**src/rtl/track_recorder.sv**
```systemverilog
`default_nettype none
// ============================================================================
// Module   : track_recorder
// Purpose  : Record/playback engine between the codec's Avalon-ST channels
//            and the SDRAM controller's Avalon-MM slave (s1).
//            Record mode packs each stereo ADC frame as {R,L} into one 32-bit
//            SDRAM word at consecutive addresses. Play mode reads the words
//            back one at a time and presents them to the DAC sinks.
// Ports    : i_clk/i_rst             clock, synchronous active-high reset
//            i_record/i_play/i_stop  command pulses (stop > record > play)
//            from_adc_*              ADC Avalon-ST sinks (L/R)
//            to_dac_*                DAC Avalon-ST sources (L/R)
//            new_sdram_controller_0_s1_*  SDRAM Avalon-MM master side
//            o_state                 FSM state code
//            o_length                recorded frame count
// Revision : 1.0 - initial release
// ============================================================================
module track_recorder #(
  parameter int ADDR_W    = 25,
  parameter int BASE_ADDR = 0,
  parameter int MAX_WORDS = 4194304
) (
  input  logic              i_clk,
  input  logic              i_rst,
  input  logic              i_record,
  input  logic              i_play,
  input  logic              i_stop,
  output logic              from_adc_left_channel_ready,
  input  logic [15:0]       from_adc_left_channel_data,
  input  logic              from_adc_left_channel_valid,
  output logic              from_adc_right_channel_ready,
  input  logic [15:0]       from_adc_right_channel_data,
  input  logic              from_adc_right_channel_valid,
  output logic [15:0]       to_dac_left_channel_data,
  output logic              to_dac_left_channel_valid,
  input  logic              to_dac_left_channel_ready,
  output logic [15:0]       to_dac_right_channel_data,
  output logic              to_dac_right_channel_valid,
  input  logic              to_dac_right_channel_ready,
  output logic [ADDR_W-1:0] new_sdram_controller_0_s1_address,
  output logic [3:0]        new_sdram_controller_0_s1_byteenable_n,
  output logic              new_sdram_controller_0_s1_chipselect,
  output logic [31:0]       new_sdram_controller_0_s1_writedata,
  output logic              new_sdram_controller_0_s1_read_n,
  output logic              new_sdram_controller_0_s1_write_n,
  input  logic [31:0]       new_sdram_controller_0_s1_readdata,
  input  logic              new_sdram_controller_0_s1_readdatavalid,
  input  logic              new_sdram_controller_0_s1_waitrequest,
  output logic [2:0]        o_state,
  output logic [ADDR_W-1:0] o_length
);

  localparam logic [2:0] S_IDLE      = 3'd0;
  localparam logic [2:0] S_REC_CAP   = 3'd1;
  localparam logic [2:0] S_REC_WR    = 3'd2;
  localparam logic [2:0] S_PLAY_RD   = 3'd3;
  localparam logic [2:0] S_PLAY_WAIT = 3'd4;
  localparam logic [2:0] S_PLAY_OUT  = 3'd5;

  localparam logic [ADDR_W-1:0] C_BASE = ADDR_W'(BASE_ADDR);
  localparam logic [ADDR_W-1:0] C_MAX  = ADDR_W'(MAX_WORDS);
  localparam logic [ADDR_W-1:0] C_ONE  = ADDR_W'(1);

  logic [2:0]        state_q, state_d;
  logic [ADDR_W-1:0] wptr_q, wptr_d;
  logic [ADDR_W-1:0] rptr_q, rptr_d;
  logic [ADDR_W-1:0] length_q, length_d;
  logic [15:0]       smp_l_q, smp_l_d;
  logic [15:0]       smp_r_q, smp_r_d;
  logic              have_l_q, have_l_d;
  logic              have_r_q, have_r_d;
  logic              stop_lat_q, stop_lat_d;
  logic [31:0]       rdata_q, rdata_d;
  logic              dac_l_vld_q, dac_l_vld_d;
  logic              dac_r_vld_q, dac_r_vld_d;

  logic              adc_l_acc, adc_r_acc;
  logic              dac_l_done, dac_r_done;
  logic [ADDR_W-1:0] wptr_inc, rptr_inc;

  // ADC is always drained outside recording so the codec never stalls;
  // during capture each channel takes exactly one sample per frame.
  always_comb begin
    from_adc_left_channel_ready  = (state_q != S_REC_WR);
    from_adc_right_channel_ready = (state_q != S_REC_WR);
    if (state_q == S_REC_CAP) begin
      from_adc_left_channel_ready  = !have_l_q;
      from_adc_right_channel_ready = !have_r_q;
    end
  end

  assign adc_l_acc = (state_q == S_REC_CAP) && from_adc_left_channel_valid
                     && from_adc_left_channel_ready;
  assign adc_r_acc = (state_q == S_REC_CAP) && from_adc_right_channel_valid
                     && from_adc_right_channel_ready;

  // A channel counts as done once its valid is gone or is being accepted now.
  assign dac_l_done = !dac_l_vld_q || to_dac_left_channel_ready;
  assign dac_r_done = !dac_r_vld_q || to_dac_right_channel_ready;

  assign wptr_inc = wptr_q + C_ONE;
  assign rptr_inc = rptr_q + C_ONE;

  always_comb begin
    state_d     = state_q;
    wptr_d      = wptr_q;
    rptr_d      = rptr_q;
    length_d    = length_q;
    smp_l_d     = smp_l_q;
    smp_r_d     = smp_r_q;
    have_l_d    = have_l_q;
    have_r_d    = have_r_q;
    stop_lat_d  = stop_lat_q;
    rdata_d     = rdata_q;
    dac_l_vld_d = dac_l_vld_q;
    dac_r_vld_d = dac_r_vld_q;

    case (state_q)
      S_IDLE: begin
        stop_lat_d = 1'b0;
        if (i_stop) begin
          state_d = S_IDLE;
        end else if (i_record) begin
          wptr_d   = '0;
          length_d = '0;
          have_l_d = 1'b0;
          have_r_d = 1'b0;
          state_d  = S_REC_CAP;
        end else if (i_play && (length_q != '0)) begin
          rptr_d  = '0;
          state_d = S_PLAY_RD;
        end
      end

      S_REC_CAP: begin
        if (i_stop) begin
          // Partial frame is dropped; only fully written frames count.
          length_d = wptr_q;
          have_l_d = 1'b0;
          have_r_d = 1'b0;
          state_d  = S_IDLE;
        end else begin
          if (adc_l_acc) begin
            smp_l_d  = from_adc_left_channel_data;
            have_l_d = 1'b1;
          end
          if (adc_r_acc) begin
            smp_r_d  = from_adc_right_channel_data;
            have_r_d = 1'b1;
          end
          if ((have_l_q || adc_l_acc) && (have_r_q || adc_r_acc)) begin
            state_d = S_REC_WR;
          end
        end
      end

      S_REC_WR: begin
        // The in-flight write must complete, so stop is only remembered here.
        if (i_stop) stop_lat_d = 1'b1;
        if (!new_sdram_controller_0_s1_waitrequest) begin
          wptr_d     = wptr_inc;
          have_l_d   = 1'b0;
          have_r_d   = 1'b0;
          stop_lat_d = 1'b0;
          if (wptr_inc == C_MAX) begin
            length_d = C_MAX;
            state_d  = S_IDLE;
          end else if (stop_lat_q || i_stop) begin
            length_d = wptr_inc;
            state_d  = S_IDLE;
          end else begin
            state_d = S_REC_CAP;
          end
        end
      end

      S_PLAY_RD: begin
        if (i_stop) stop_lat_d = 1'b1;
        if (!new_sdram_controller_0_s1_waitrequest) state_d = S_PLAY_WAIT;
      end

      S_PLAY_WAIT: begin
        // Wait for the single outstanding read even when stopping, so no
        // stale readdatavalid can leak into a later transaction.
        if (i_stop) stop_lat_d = 1'b1;
        if (new_sdram_controller_0_s1_readdatavalid) begin
          stop_lat_d = 1'b0;
          if (stop_lat_q || i_stop) begin
            state_d = S_IDLE;
          end else begin
            rdata_d     = new_sdram_controller_0_s1_readdata;
            dac_l_vld_d = 1'b1;
            dac_r_vld_d = 1'b1;
            state_d     = S_PLAY_OUT;
          end
        end
      end

      S_PLAY_OUT: begin
        if (i_stop) begin
          dac_l_vld_d = 1'b0;
          dac_r_vld_d = 1'b0;
          state_d     = S_IDLE;
        end else begin
          if (dac_l_vld_q && to_dac_left_channel_ready)  dac_l_vld_d = 1'b0;
          if (dac_r_vld_q && to_dac_right_channel_ready) dac_r_vld_d = 1'b0;
          if (dac_l_done && dac_r_done) begin
            rptr_d  = rptr_inc;
            state_d = (rptr_inc == length_q) ? S_IDLE : S_PLAY_RD;
          end
        end
      end

      default: begin
        state_d = S_IDLE;
      end
    endcase
  end

  always_ff @(posedge i_clk) begin
    if (i_rst) begin
      state_q     <= S_IDLE;
      wptr_q      <= '0;
      rptr_q      <= '0;
      length_q    <= '0;
      smp_l_q     <= '0;
      smp_r_q     <= '0;
      have_l_q    <= 1'b0;
      have_r_q    <= 1'b0;
      stop_lat_q  <= 1'b0;
      rdata_q     <= '0;
      dac_l_vld_q <= 1'b0;
      dac_r_vld_q <= 1'b0;
    end else begin
      state_q     <= state_d;
      wptr_q      <= wptr_d;
      rptr_q      <= rptr_d;
      length_q    <= length_d;
      smp_l_q     <= smp_l_d;
      smp_r_q     <= smp_r_d;
      have_l_q    <= have_l_d;
      have_r_q    <= have_r_d;
      stop_lat_q  <= stop_lat_d;
      rdata_q     <= rdata_d;
      dac_l_vld_q <= dac_l_vld_d;
      dac_r_vld_q <= dac_r_vld_d;
    end
  end

  assign new_sdram_controller_0_s1_write_n      = (state_q != S_REC_WR);
  assign new_sdram_controller_0_s1_read_n       = (state_q != S_PLAY_RD);
  assign new_sdram_controller_0_s1_chipselect   = (state_q == S_REC_WR) ||
                                                  (state_q == S_PLAY_RD);
  assign new_sdram_controller_0_s1_address      = C_BASE +
                                                  ((state_q == S_PLAY_RD) ? rptr_q : wptr_q);
  assign new_sdram_controller_0_s1_writedata    = {smp_r_q, smp_l_q};
  assign new_sdram_controller_0_s1_byteenable_n = 4'b0000;

  assign to_dac_left_channel_data   = rdata_q[15:0];
  assign to_dac_right_channel_data  = rdata_q[31:16];
  assign to_dac_left_channel_valid  = dac_l_vld_q;
  assign to_dac_right_channel_valid = dac_r_vld_q;

  assign o_state  = state_q;
  assign o_length = length_q;

endmodule
`default_nettype wire

```
**config.mk**
```make
export PLATFORM = sky130hd
export DESIGN_NAME = track_recorder
export DESIGN_NICKNAME = d
export VERILOG_FILES = /design/src/rtl/track_recorder.sv
export SDC_FILE = /design/constraint.sdc
export NUM_CORES = 1
export LEC_CHECK = 0
export CORE_MARGIN = 2
export CORE_UTILIZATION = 47
export CTS_CLUSTER_SIZE = 14
export DETAILED_ROUTE_END_ITERATION = 8
export PLACE_DENSITY = 0.77
export SYNTH_ARGS = -nofsm -noshare
export SYNTH_HDL_FRONTEND = slang
export SYNTH_SLANG_ARGS = --single-unit
```
**constraint.sdc**
```tcl
create_clock -name i_clk -period 7.9 [get_ports i_clk]
set_input_delay 0.79 -clock i_clk [delete_from_list [all_inputs] [get_ports i_clk]]
set_output_delay 0.79 -clock i_clk [all_outputs]
set_load 0.01 [all_outputs]
```
**Yosys cells after proc, flatten, opt, wreduce, memory -nomap -nowiden**

Index checks and enable logic that the tools add are counted.

- $add $sub $neg: 2
- Equality and inequality tests: 28
- Muxes and demuxes: 54
- Bitwise gates (word level): 2
- Reduce and logical (&&, ||, !) cells: 37

Operator list:

| kind | count |
|---|---|
| 25-bit 2-to-1 mux | 13 |
| 25-bit case mux with 2 select lines | 2 |
| 25-bit case mux with 3 select lines | 1 |
| 25-bit by 1-bit adder with 25-bit output (second input constant) | 2 |
| 3-bit 2-to-1 mux | 11 |
| 25-bit by 23-bit equality test with 1-bit output (second input constant) | 1 |
| 25-bit equality test | 1 |
| 25-bit nonzero test | 1 |
| 2-bit inequality test (second input constant) | 11 |
| 1-bit 2-to-1 mux | 20 |
| 3-bit inequality test (second input constant) | 6 |
| 3-bit case mux with 6 select lines | 1 |
| 6-bit AND reduction | 3 |
| 4-bit AND reduction | 3 |
| 5-bit AND reduction | 2 |
| 1-bit logical AND | 9 |
| 3-bit by 2-bit inequality test with 1-bit output (second input constant) | 3 |
| 3-bit AND reduction | 3 |
| 3-bit by 2-bit equality test with 1-bit output (second input constant) | 2 |
| 3-bit equality test (second input constant) | 2 |
| 1-bit logical OR | 6 |
| 1-bit case mux with 3 select lines | 2 |
| 2-bit nonzero test | 3 |
| 1-bit zero test | 4 |
| other kinds (9) | 11 |

- Register bits after elaboration: 147
- Output and inout bits: 128
- Logic and storage cells: 135

**Logic depth before layout (Yosys ltp)**

Gate-level depths: netlist of the first run.

- Depth after elaboration: 8
- Depth in mapped cells: 12
- Depth with buffers taken out: 9

**Worst setup path before layout of the first run**

OpenSTA, ideal clock, no wires.

- Path type: register to register
- From: register wptr_q[0]
- To: register length_q[17] (netlist: o_length[17])
- Setup time: 0.123 ns
- Arrival time: 2.761 ns
- Setup slack: 5.015 ns
- Stages on the path, launching flop included: 12
- Period minus slack after synthesis: 2.885 ns
- Cells stage by stage: dfxtp_1 ha_1 nand3_1 or4_1 buf_2 and3_1 o211ai_2 a22oi_1 a2111oi_2 nand2b_1 buf_6 mux2_1

- Cells in the longest elaborated chain, start to end: 5

RTL lines:

| what | line | source |
|---|---|---|
| from (decl) | 65 | `logic [ADDR_W-1:0] wptr_q, wptr_d;` |
| from (signal assigned) | 236 | `wptr_q <= wptr_d;` |
| 25-bit by 1-bit adder with 25-bit output (*) | 101 | `assign wptr_inc = wptr_q + C_ONE;` |
| 25-bit by 23-bit equality test with 1-bit output / 25-bit 2-to-1 mux (equally long branches) | 165, 168 |  |
| 25-bit 2-to-1 mux | 165 | `if (wptr_inc == C_MAX) begin` |
| 25-bit 2-to-1 mux | 160 | `if (!new_sdram_controller_0_s1_waitrequest) begin` |
| 25-bit case mux with 3 select lines | 118 | `case (state_q)` |
| to (signal assigned) | 238 | `length_q <= length_d;` |
| to (decl) | 67 | `logic [ADDR_W-1:0] length_q, length_d;` |

Every way passes the cells marked *; elsewhere a longest branch is shown, timed or not. The select of a mux whose other input is x is not followed.
A chain may end at the register's enable or synchronous reset.

**Final worst setup path of the first run**

- From: register state_q[1] (netlist: o_state[1])
- To: output new_sdram_controller_0_s1_address[0]

- Cells in the longest elaborated chain, start to end: 2

RTL lines:

| what | line | source |
|---|---|---|
| from (decl) | 64 | `logic [2:0] state_q, state_d;` |
| from (signal assigned) | 235 | `state_q <= state_d;` |
| 3-bit by 2-bit equality test with 1-bit output | 255 | `((state_q == S_PLAY_RD) ? rptr_q : wptr_q);` |
| 25-bit 2-to-1 mux | 255 |  |
| to (decl) | 40 | `output logic [ADDR_W-1:0] new_sdram_controller_0_s1_address,` |

Every way passes these cells.

==> summary.md, run 1 <==
Total routing usage reported by global routing: 26.7%. The number of antenna violations at the first check in global routing is 0, and the count of final setup violators is 0. The width of the die was 137 µm.

In the final layout, the share of cells above drive strength 1 is 6.96%. Actual transition at the worst max-transition pin: 1.22 ns. For this block, the via count after detailed routing is 8275.

Fraction of the yosys area taken by sequential cells: 35.6%. The analysis attributes to net switching a power of 0.486 mW. The synthesized design contains 0 enable-type register cells. Timing would allow up to 0.240 GHz. The floorplan step defined a die boundary enclosing 18700 µm². The run finished with clean final reports.

In the final routed layout, each cell accounts on average for 17.7 µm. Setup repair after global routing left no endpoint under its margin. During I/O placement, the number of pins put on the boundary was 203. TritonCTS built the clock tree.

The most common cell in the synthesized netlist is sky130_fd_sc_hd__dfxtp_1. The logs give 17 for the total CTS buffers and 1432 for the count of placed standard cells in the final layout, fillers left out. Clock-pin slew was measured on the worst setup and hold paths at 0.07 ns. The flip-flop cell with the highest count after synthesis is sky130_fd_sc_hd__dfxtp_1.

The via count of the first global-routing pass was 7396; the number of cells produced by synthesis was 1064. The critical path class was reg2out. Summed over all cells, the static leakage comes to 4.00 nW.

The logs give 17800 µm for the placed wire-length estimate after detailed placement and 2 for the maximum root-to-sink buffer count. The power share of the combinational group was 12.8%; the pin count of the biggest net entering global routing was 78. The congestion estimate from routability-driven global placement came to 0.912.

The hold violation total from the final report is 0. Before antenna repair, the detailed router went through 5 iterations. Total power for the finished layout comes to 1.78 mW. The net switching share of the total power was 27.3%; the number of unique standard cell types used by synthesis was 69. Largest area contributor in the synthesized netlist: sky130_fd_sc_hd__dfxtp_1. The number of slew-limit violations in the final report is 0.

The class of the tightest hold or removal check is reg2reg. The count of hold buffers inserted by post-cts repair was 0; the power per cell area was 166 nW/µm². The residual antenna-violating net count after detailed routing is 0. The initial utilization of the core area, before any placement, comes to 48.0%.

The H-tree depth came out at 4. The clock network burns 44.4% of the power. The worst setup path is captured at an output pin. Along the worst path, the maximum fanout reaches 26. The fraction of the cycle the final worst path needs works out to 52.7%.

For this run, design rule violations remaining after detail routing come to 0. STA classifies the critical path startpoint as a flop. Counting I/O delays and the setup requirement, the final critical path takes 4.16 ns. The synthesized design contains 147 register bits. IR analysis of the VDD net gives a maximum drop of 0.000168 V. The synthesized area was 8270 µm²; the share of synthesized registers carrying an async set or reset was 0%.

Worst path arrival time: 3.37 ns. The run gives 0 as the buffer count from post-CTS setup fixing. Across the routed clock network, the largest skew measured is 0.00650 ns. Registers are responsible for 42.8% of the overall power. The number of placed instances with taps included is 1400, and the port buffer count is 198.

Area added between synthesis and finish: 30.0%. The final layout contains routed wiring with a total length of 25300 µm. The die span in y was 137 µm; the core area was 17200 µm². The logs give 1.30 mW for the internal power consumption and 39400 µm for the global-route wire length before repair.

The tools report the number of DRC markers in iteration 0 as 1007. For the final routed database, the setup TNS stands at 0 ns. STA puts the critical path data required time at 7.11 ns. By count the netlist is led by sky130_fd_sc_hd__dfxtp_1 (147), sky130_fd_sc_hd__nand2_1 (145), sky130_fd_sc_hd__nor2_1 (125). The run gives 147 as the CTS sink count. Yosys printed 0 warnings. The tree is rooted in a sky130_fd_sc_hd__clkbuf_16. The tools report the number of rows in the core area as 48. Ranked by total cell area, the synthesized netlist is headed by sky130_fd_sc_hd__dfxtp_1 (36%), sky130_fd_sc_hd__mux2i_1 (7.3%), sky130_fd_sc_hd__nand2_1 (6.6%). Number of max-cap violations: 0.

For the area of all placed cells without fillers, the log shows 10800 µm². After detailed placement, the total cell area comes to 10200 µm². Dividing the synthesized area by the synthesized cell count gives 7.78 µm². The routed via count divided by cell count is 5.78, and the post-cts gate resize count is 0.

The run gives 1271 as the number of nets in the finished design. The top cell type by area accounts for 35.6% of the synthesized area. After filler insertion, the fill cell instance count of the layout stands at 1485. The clock network latency to the later pin of the worst-skew pair is 0.43 ns. 0 antenna diodes ended up in the layout.

For the worst slew margin relative to its limit, the log shows 18.1%. Aggregate global routing overflow: 0.
-- final timing paths --
path	from	endpoint	slack, ns	cells after the start
max	o_state[1]	new_sdram_controller_0_s1_address[0]	3.74	4
min	rdata_q[29]	rdata_q[29]	0.46	2
max reg2reg	wptr_q[3]	o_length[24]	4.37	9
min reg2reg	rdata_q[29]	rdata_q[29]	0.46	2
-- routing by layer --
metal | part of all wire (%) | routed length, µm | track usage, % | vias to the layer above
li1 | - | - | - | 3979
met1 | 43 | 10900 | 37.8 | 3865
met2 | 47 | 11800 | 40.8 | 385
met3 | 8.2 | 2090 | 5.22 | 46
met4 | 2.2 | 544 | 8.91 | 0
met5 | 0 | 0 | 0 | -
-- flip-flops by register name (all words and copies together) (netlist names) --
signal and count:
smp_r_q 16, smp_l_q 16, have_l_q 1, o_length 25
to_dac_left_channel_valid 1, rdata_q 32, to_dac_right_channel_valid 1, wptr_q 25
stop_lat_q 1, o_state 3, have_r_q 1, rptr_q 25
-- area by class of cell --
type | count | area, µm² | share of cell area (%)
inverters | 10 | 37.5 | 0.349
clock buffers | 18 | 429 | 3.99
flip-flops and latches | 147 | 2940 | 27.4
multi-input cells | 812 | 4880 | 45.4
well taps | 225 | 282 | 2.62
repair buffers | 206 | 2040 | 19.0
clock inverters | 14 | 144 | 1.34
-- critical path, stage by stage, from the launching register on --
cell and delay, ns:
sky130_fd_sc_hd__dfxtp_1 0.63, sky130_fd_sc_hd__nor2b_1 0.42, sky130_fd_sc_hd__nand2_1 0.79, sky130_fd_sc_hd__mux2_2 0.58
sky130_fd_sc_hd__clkdlybuf4s50_1 0.52
-- logic make-up after synthesis --
group | Yosys count | synth area share (%)
compound gates | 215 | 16.0
xor+xnor | 40 | 4.23
fa+ha+maj | 2 | 0.302
buf+inv | 108 | 5.69
flops | 147 | 35.6
mux | 88 | 11.1
other cells | 1 | 0.0453
simple gates | 463 | 27.1
-- power by group through the flow --
| stage | logic, mW | clock network [mW] | registers, mW |
|---|---|---|---|
| floorplan | 0.144 | 0 | 0.776 |
| global placement | 0.226 | 0 | 0.778 |
| detailed placement | 0.225 | 0 | 0.779 |
| CTS | 0.227 | 0.804 | 0.762 |
| global route | 0.245 | 0.837 | 0.764 |
| finish | 0.228 | 0.792 | 0.762 |
-- placed cells by master, fill, tap and decap left out, types with 17 or more instances in the layout --
master                            count
sky130_fd_sc_hd__clkdlybuf4s50_1    197
sky130_fd_sc_hd__a21oi_1             88
sky130_fd_sc_hd__mux2_2              25
sky130_fd_sc_hd__nand2b_1            31
sky130_fd_sc_hd__o21ai_0             53
sky130_fd_sc_hd__dfxtp_1            147
sky130_fd_sc_hd__clkbuf_16           17
sky130_fd_sc_hd__mux2i_1             60
sky130_fd_sc_hd__xnor2_1             22
sky130_fd_sc_hd__a211oi_1            18
sky130_fd_sc_hd__nor3_1              36
sky130_fd_sc_hd__nand2_1            145
sky130_fd_sc_hd__nor2_1             125
sky130_fd_sc_hd__nor4_1              18
sky130_fd_sc_hd__xor2_1              18
sky130_fd_sc_hd__nand3_1             23
-- stage by stage --
stage	worst slack [ns]	util [%]	hold slack [ns]
global placement	4.27	59.1	0.441
global route	3.61	62.4	0.475
detailed placement	4.25	59.1	0.450
finish	3.74	62.4	0.456
floorplan	5.02	-	0.480
CTS	3.83	62.4	0.458
Power figures use the tool's default switching activity.
==> run 2, diff against run 1 <==
==> constraint.sdc (replaced) <==
create_clock -name i_clk -period 4 [get_ports i_clk]
set_input_delay 0.4 -clock i_clk [delete_from_list [all_inputs] [get_ports i_clk]]
set_output_delay 0.4 -clock i_clk [all_outputs]
set_load 0.01 [all_outputs]
==> run 2 against run 1 <==
  * Non-clock buffer count grew 10
  * Die area is the same
  * Power up 100%
  * Count of clock-buffer cells in the layout did not move
  * Flip-flop and latch count unchanged
  * Worst hold slack got worse by 0.0037 ns
  * Sequential share of layout area down 0.27 points
  * Clock power grew 99%
  * Largest power group unchanged
  * Wire length rose by 0.23%
  * Critical path depth is 6 higher
  * First-iteration DRC count fell by 11%
==> summary.md, run 2 (synthesis gave the netlist of run 1 again) <==
The worst voltage drop across the vdd grid was 0.000287 V; the number of rows in the core area was 48. TritonCTS built the clock tree. The tools report the pin count of the biggest net entering global routing as 80. For the global placement routability congestion, the log shows 0.901. The most common cell after layout, fill and taps aside was sky130_fd_sc_hd__clkdlybuf4s50_1.

In this run the post-CTS setup repair buffer count came out at 0. Dividing the detail-routed wire length by the instance count gives 17.6 µm. Setup repair after global routing left no endpoint under its margin.

The tools report the placed wire-length estimate after detailed placement as 17800 µm. The worst setup path is launched from a flop. Setup violations remaining at the end of the flow were counted as 0. The sum of negative setup slack was 0 ns. The logs give 26.6% for the total routing usage reported by global routing and 10300 µm² for the post-placement cell area. The number of antenna diodes in the final layout is 0.

For this block, the initial DRC count from the detailed router was 899. Counting flops per register, the top entry is rdata_q. The effective utilization at floorplan is 48.0%, and the die area is 18700 µm². Using the TritonRoute via totals, the vias-per-cell ratio works out to 5.74.

Traced cell by cell, the critical path runs through ha_1 > nand2_1 > nor4_2 > and3_1 > o2111ai_1 > a2111oi_4 > a2111oi_2 > nand2b_1 > buf_12 > mux2i_1. The core area was 17200 µm²; the flip-flop count of the largest register, all copies and words added was 32. After global routing the overflow that remains totals 0. The run gives 31.4% as the worst slew margin relative to its limit.

The finished cells cover 10900 µm². The analysis attributes to cell leakage a power of 4.06 nW. The cell family contributing the most delay on the critical path is simple AND/OR/NAND/NOR gates. The standard cell with the maximum stage delay on the critical path was sky130_fd_sc_hd__nor4_2.

Measured along the x axis, the die boundary spans 137 µm. The fraction of layout instances using a drive strength above 1 works out to 7.81%. The tree is rooted in a sky130_fd_sc_hd__clkbuf_16.

The total via count in the routed design is 8284, and the fraction of the cycle the final worst path needs is 87.5%. The tools report the global-route wire length before repair as 38900 µm. The via count of the first global-routing pass was 7271; the overall power consumption was 3.56 mW. The worst hold path passes through 2 cells. For the peak clock frequency supported by timing, the log shows 0.286 GHz.

The endpoint required time on the critical path came out at 4.29 ns. Between clock sinks in the finished design, the worst skew comes to 0.0120 ns. The number of search-and-repair iterations in the first detailed-routing pass is 5, and the clock network latency to the later pin of the worst-skew pair is 0.43 ns. The flow ran to the end, and the final reports show no timing, DRC or antenna violations. In this run the worst hold path is classified as reg2reg. The number of buffers and inverters on the critical path was 1. The number of nets in the finished design came out at 1281. The worst register-to-register path has a depth of 10.

The logs give 17 for the total CTS buffers and 147 for the CTS sink count. The actual transition at the worst max-transition pin is 1.03 ns, and the number of top-level pins is 203. The critical path is of the reg2reg type. The logs give 0 for the number of antenna violations at the first check in global routing and 0 for the number of max-cap violations. Dividing total power by cell area gives a power density of 328 nW/µm². The number of slew-limit violations in the final report is 0, and the stage delay of the slowest cell on the critical path is 0.52 ns. The total stage count of the critical path works out to 10. The tools report the sort of element at the end of the critical path as a flop. Measured on the finished design, the core utilization comes to 63.0%. The count of nets left with antenna violations once routing finished came out at 0.

Compared with the post-synthesis result, the final layout area differs by 31.3%. Port buffering added 198 buffers. The routed design has 25300 µm of wire. In the layout the commonest cells are sky130_fd_sc_hd__clkdlybuf4s50_1 (197), sky130_fd_sc_hd__dfxtp_1 (147), sky130_fd_sc_hd__nand2_1 (145), sky130_fd_sc_hd__nor2_1 (125), sky130_fd_sc_hd__a21oi_1 (88). The post-layout minimum cycle time is 3.50 ns, and the largest fanout on the critical path is 18. In this run, post-CTS repair resized a total of 0 instances. The die span in y is 137 µm. In this run the deepest clock path goes through 2 buffers.

The tools report the hold violation total from the final report as 0. After clock tree synthesis, the clock-pin slew on the worst setup and hold paths is 0.07 ns. Data on the critical path arrives at its endpoint at 3.79 ns.

Buffers inserted to repair hold after CTS numbered 0. The clock tree synthesis step divided the H-tree into 4 levels. In the routed design, unresolved DRC markers number 0.
## run 2: changes by cell type in the layout (fill, tap and decap cells not counted), sizes merged
| cell | change |
|---|---|
| clkinvlp | +1 |
| buf | +10 |
| clkinv | -1 |
## run 2: cell type report
type | count | area [µm²]
multi-input cells | 812 | 4880
fillers | 1506 | 6370
repair buffers | 216 | 2140
well taps | 225 | 282
clock inverters | 14 | 143
flip-flops and latches | 147 | 2940
clock buffers | 18 | 439
inverters | 10 | 37.5
## run 2: power breakdown
part	leakage, nW	total [mW]	switching (mW)	internal (mW)
clock network	0.277	1.58	0.694	0.891
registers	1.18	1.50	0.0166	1.48
logic	2.60	0.476	0.260	0.216
## run 2: final timing paths
kind,from,to,slack [ns]
worst max-delay path,wptr_q[0],o_length[15],0.50
worst min-delay path,rdata_q[3],rdata_q[3],0.45
worst max register to register,wptr_q[0],o_length[15],0.50
worst min register to register,rdata_q[3],rdata_q[3],0.45
## run 2: metrics by stage
step                      hold WS [ns]  setup slack, ns  cells
final                            0.452            0.500   1442
after global routing             0.472            0.221   1442
after CTS                        0.455            0.564   1442
after detailed placement         0.446            0.619   1410
after global placement           0.441            0.703   1410
after floorplan                  0.480             1.12   1067
## run 2: worst register-to-register path: cells and delay by family (launching register included)
kind	cells	cell delay (ns)
compound gates	3	0.78
fa+ha+maj	1	0.31
buf+inv	1	0.29
flops	1	0.49
mux	1	0.12
simple gates	4	1.37
## run 2: layer usage
metal  wire (µm)  GRT usage (%)  up-vias
li1            -              -     4003
met1       11100           38.2     3846
met2       11500           39.1      393
met3        2230           6.44       42
met4         507           8.39        0
met5           0              0        -
